**config.mk**
```make
export PLATFORM = sky130hd
export DESIGN_NAME = sum_display
export DESIGN_NICKNAME = d
export VERILOG_FILES = /design/src/rtl/sum_display.sv
export SDC_FILE = /design/constraint.sdc
export NUM_CORES = 1
export LEC_CHECK = 0
export BUFFER_PORTS_ARGS = -buffer_cell sky130_fd_sc_hd__buf_2
export CORE_AREA = 2 2 58 81
export CTS_CLUSTER_SIZE = 8
export DETAILED_ROUTE_END_ITERATION = 12
export DIE_AREA = 0 0 60 83
export PLACE_DENSITY = 0.75
export SETUP_SLACK_MARGIN = 0.3
export SLEW_MARGIN = 10
export SYNTH_ARGS = -nofsm -noshare
export SYNTH_HDL_FRONTEND = slang
export SYNTH_SLANG_ARGS = --single-unit
```
**constraint.sdc**
```tcl
create_clock -name clk -period 2.2 [get_ports clk]
set_input_delay 0.11 -clock clk [delete_from_list [all_inputs] [get_ports clk]]
set_output_delay 0.11 -clock clk [all_outputs]
set_load 0.05 [all_outputs]
```
**src/rtl/sum_display.sv**
```systemverilog
// Captures a 5-bit adder sum, converts it to two BCD digits with a sequential
// double-dabble, and drives a multiplexed two-digit active-low 7-segment display.
// Optional leading-zero blanking of the tens digit: define SUM_DISP_BLANK_EN.
module sum_display #(
  parameter int REFRESH_CYCLES = 50000
) (
  input  logic       clk,
  input  logic       rst_n,
  input  logic [4:0] result,
  input  logic       load,
  output logic       busy,
  output logic       done,
  output logic [3:0] tens,
  output logic [3:0] ones,
  output logic [6:0] seg,
  output logic [1:0] an
);

  localparam int             CW   = (REFRESH_CYCLES > 2) ? $clog2(REFRESH_CYCLES) : 1;
  localparam logic [CW-1:0]  LAST = CW'(REFRESH_CYCLES - 1);
  localparam logic [2:0]     LAST_STEP = 3'd4;

  typedef enum logic {IDLE, CONVERT} state_t;

  state_t     state;
  logic [2:0] step;
  logic [4:0] shift_reg;
  logic [7:0] scratch;
  logic [7:0] adj;
  logic [7:0] next_scratch;
  logic [4:0] next_shift;

  // One double-dabble iteration: correct nibbles >= 5, then shift the whole
  // {scratch, shift_reg} word left by one.
  always_comb begin
    // NOTE: every always_comb output gets a default first so no latch is inferred.
    adj = scratch;
    if (scratch[7:4] >= 4'd5) adj[7:4] = scratch[7:4] + 4'd3;
    if (scratch[3:0] >= 4'd5) adj[3:0] = scratch[3:0] + 4'd3;
    next_scratch = {adj[6:0], shift_reg[4]};
    next_shift   = {shift_reg[3:0], 1'b0};
  end

  // NOTE: sequential state uses non-blocking assignments so all registers
  // update together from the pre-edge values.
  always_ff @(posedge clk or negedge rst_n) begin
    if (!rst_n) begin
      state     <= IDLE;
      step      <= '0;
      shift_reg <= '0;
      scratch   <= '0;
      busy      <= 1'b0;
      done      <= 1'b0;
      tens      <= '0;
      ones      <= '0;
    end else begin
      done <= 1'b0;
      unique case (state)
        IDLE: begin
          if (load) begin
            shift_reg <= result;
            scratch   <= '0;
            step      <= '0;
            busy      <= 1'b1;
            state     <= CONVERT;
          end
        end
        CONVERT: begin
          scratch   <= next_scratch;
          shift_reg <= next_shift;
          step      <= step + 3'd1;
          if (step == LAST_STEP) begin
            // Digits are published only once complete, so the display never
            // shows a half-converted value.
            tens  <= next_scratch[7:4];
            ones  <= next_scratch[3:0];
            done  <= 1'b1;
            busy  <= 1'b0;
            state <= IDLE;
          end
        end
        default: state <= IDLE;
      endcase
    end
  end

  // Digit multiplexing runs free of the converter.
  logic [CW-1:0] refresh_cnt;
  logic          sel_tens;

  always_ff @(posedge clk or negedge rst_n) begin
    if (!rst_n) begin
      refresh_cnt <= '0;
      sel_tens    <= 1'b0;
    end else if (refresh_cnt == LAST) begin
      refresh_cnt <= '0;
      sel_tens    <= ~sel_tens;
    end else begin
      refresh_cnt <= refresh_cnt + 1'b1;
    end
  end

  function automatic logic [6:0] seg7(input logic [3:0] d);
    case (d)
      4'd0:    seg7 = 7'h40;
      4'd1:    seg7 = 7'h79;
      4'd2:    seg7 = 7'h24;
      4'd3:    seg7 = 7'h30;
      4'd4:    seg7 = 7'h19;
      4'd5:    seg7 = 7'h12;
      4'd6:    seg7 = 7'h02;
      4'd7:    seg7 = 7'h78;
      4'd8:    seg7 = 7'h00;
      4'd9:    seg7 = 7'h10;
      default: seg7 = 7'h7F;
    endcase
  endfunction

  always_comb begin
    an  = sel_tens ? 2'b01 : 2'b10;
    seg = seg7(sel_tens ? tens : ones);
`ifdef SUM_DISP_BLANK_EN
    if (sel_tens && tens == 4'd0) begin
      an  = 2'b11;
      seg = 7'h7F;
    end
`endif
  end

endmodule
```
==> flow_summary.json <==
{
  "synthTopCellsByArea": "dfrtp_1 49%, ha_1 6.7%, nand2_1 5.2%, a21oi_1 3.5%, mux2i_1 3.5%",
  "avgRoutedWirePerCell_um": 13.6,
  "die_h_um": 83,
  "die-area_um2": 4980,
  "use_met1_pct": 22.6,
  "clk_pin_slew_ns": 0.08,
  "worstPathRequired_ns": 2.09,
  "wl_um": 4550,
  "startpoint_type": "register",
  "fin_nets": 292,
  "htreeDepth": 2,
  "p_comb_share_pct": 57.3,
  "syn_nets": 249,
  "outcome": "complete, no violations",
  "cts_tree": "yes",
  "report.final.slew_viol_count": 0,
  "finalSetupViolations": 0,
  "irDropWorstVdd_mv": 0.758,
  "ys_seq_elements": 44,
  "dr.pass1.iters": 4,
  "clock_sinks": 44,
  "maxCapViolations": 0,
  "numPortBuffers": 26,
  "finalClockSkew_ns": 0.00452,
  "groute.usage.overall_pct": 19.9,
  "routed_via_density": 5.38,
  "slew_headroom_pct": 64.6,
  "fin_crit_ns": 2.01,
  "fill_cells": 346,
  "synth_common_cells": "44 x dfrtp_1, 31 x nand2_1, 18 x nor2_1",
  "p_leak_nw": 1.31,
  "synth_cells": 229,
  "dpl.cell_count": 312,
  "drt-initial-drc-count": 56,
  "dp_hpwl_um": 3120,
  "ant_nets": 0,
  "final_area_um2": 2790,
  "globalRouteMet2Util_pct": 34.1,
  "grt-busiest-layer": "met2",
  "root_buffer": "clkbuf_8",
  "ys.flop_type": "dfrtp_1",
  "criticalPathCategory": "register to output pin",
  "rows": 28,
  "clock_path_buffers": 2,
  "seq_area_frac_synth_pct": 48.8,
  "power_frac_seq_pct": 30.0,
  "hp-class": "input pin to register",
  "syn_area_um2": 2260,
  "finalHoldViolCount": 0,
  "fin_crit_sh_pct": 91.5,
  "antenna_found_initial": 0,
  "internal_power_mw": 2.13,
  "switching_share_pct": 47.7,
  "met3_usage_pct": 4.98,
  "grt_max_degree": 45,
  "synth_warnings": 0,
  "power.switching_mw": 1.94,
  "dpl_cell_area_um2": 2500,
  "synth_most_common_cell": "dfrtp_1",
  "yosysTopAreaCellShare_pct": 48.8,
  "synth-edff-count": 0,
  "gp_congestion": 0.840,
  "rsz0062_at_grt": "true",
  "start_util_pct": 53.2,
  "power_density_nw_per_um2": 1460,
  "worstSkewPairLatency_ns": 0.30,
  "vias": 1793,
  "synthArstFlopShare_pct": 100,
  "pin_count": 27,
  "final_util_pct": 65.9,
  "crit_fanout": 5,
  "grt_first_pass_wirelength_um": 7540,
  "antenna_cells": 0,
  "synthDistinctLibCells": 39,
  "grt_overflow": 0,
  "max_freq_ghz": 0.497,
  "worstMarginPinSlew_ns": 0.531,
  "clkPwrFrac_pct": 12.7,
  "syn_avg_cell_area_um2": 9.86,
  "die_x_um": 60,
  "area_growth_syn_to_layout_pct": 23.7,
  "drive_above_1_share_pct": 27.8,
  "coreArea_um2": 4240,
  "final_cells": 333,
  "finalSetupTns_ns": 0,
  "arrival_ns": 1.90,
  "drcViolationCount": 0,
  "cp-end-kind": "output pin",
  "first_global_vias": 1736,
  "numCtsBuffers": 5,
  "largest_reg_flops": 16,
  "yosys.area.top_type": "dfrtp_1"
}
-- worst paths after layout --
kind	from	endpoint	slack (ns)	cells past startpoint
worst max-delay path	sel_tens	seg[5]	0.19	5
worst min-delay path	result[0]	shift_reg[0]	0.06	3
worst max register to register	refresh_cnt[7]	refresh_cnt[1]	0.35	4
worst min register to register	refresh_cnt[0]	refresh_cnt[0]	0.47	1
max in group asynchronous	rst_n	sel_tens	1.41	3
min in group asynchronous	rst_n	shift_reg[1]	0.40	3
-- per-layer routing --
layer	vias up	share of wire (%)
met1	851	41
met5	-	0
met4	0	2.9
met2	49	52
met3	14	4.3
li1	879	-
-- timing repair --
item                                    CTS  global route
hold buffers                              1             0
resized for setup                        23             6
pin swaps                                 5             1
setup buffers                             6             6
hold endpoints to repair                 44             0
endpoints found under the setup margin    8             9
-- metrics by stage --
step / setup slack (ns) / power, mW / hold WS (ns)
floorplan: 0.140 / 2.78 / -0.186
global placement: 0.313 / 3.18 / 0.218
detailed placement: 0.247 / 3.23 / 0.216
CTS: 0.265 / 3.97 / 0.0422
global route: 0.150 / 4.34 / 0.0516
finish: 0.187 / 4.08 / 0.0569
-- cell families after synthesis --
group | after synthesis | synth area share, %
AOI/OAI and AO/OA | 49 | 12.8
xor gates and xnor gates | 14 | 5.43
adders and majority gates | 12 | 6.65
buffers and inverters | 22 | 3.83
DFF | 44 | 48.8
muxes | 12 | 5.54
and+or+nand+nor | 76 | 17.0
-- power by group through the flow --
stage               Combinational, mW  Clock [mW]  Sequential [mW]
CTS                              2.21       0.537             1.23
global route                     2.52       0.565             1.25
floorplan                        1.36           0             1.42
global placement                 1.96           0             1.22
finish                           2.34       0.519             1.22
detailed placement               2.00           0             1.23
-- layout by cell type (no fill, tap or decap), types with 3 or more instances in the layout --
cell type and count:
a21oi_1 11, a21oi_2 4, buf_2 19, buf_4 18, buf_6 6, clkbuf_8 6
dfrtp_1 43, ha_1 11, inv_1 11, mux2_2 3, mux2i_1 6, nand2_1 31
nand3_1 7, nor2_1 15, nor2_2 3, nor3b_1 3, o21ai_0 15, o22ai_1 7
o31ai_1 3, xnor2_1 9, xor2_1 5
-- worst max-delay path, cell delays in order, from the launching register on --
cell and delay [ns]:
dfrtp_2 0.46, mux2_4 0.36, nor2_1 0.29, a21oi_1 0.12, o22a_1 0.19, buf_4 0.18
-- cell type report --
| type | count | area [um2] | share of cell area (%) |
|---|---|---|---|
| multi-input cells | 163 | 1160 | 41.5 |
| inverters | 14 | 55.1 | 1.97 |
| clock inverters | 2 | 10.0 | 0.358 |
| repair buffers | 44 | 308 | 11.0 |
| flip-flops and latches | 44 | 1100 | 39.5 |
| clock buffers | 6 | 82.6 | 2.96 |
| well taps | 60 | 75.1 | 2.69 |
Power figures use the tool's default switching activity.
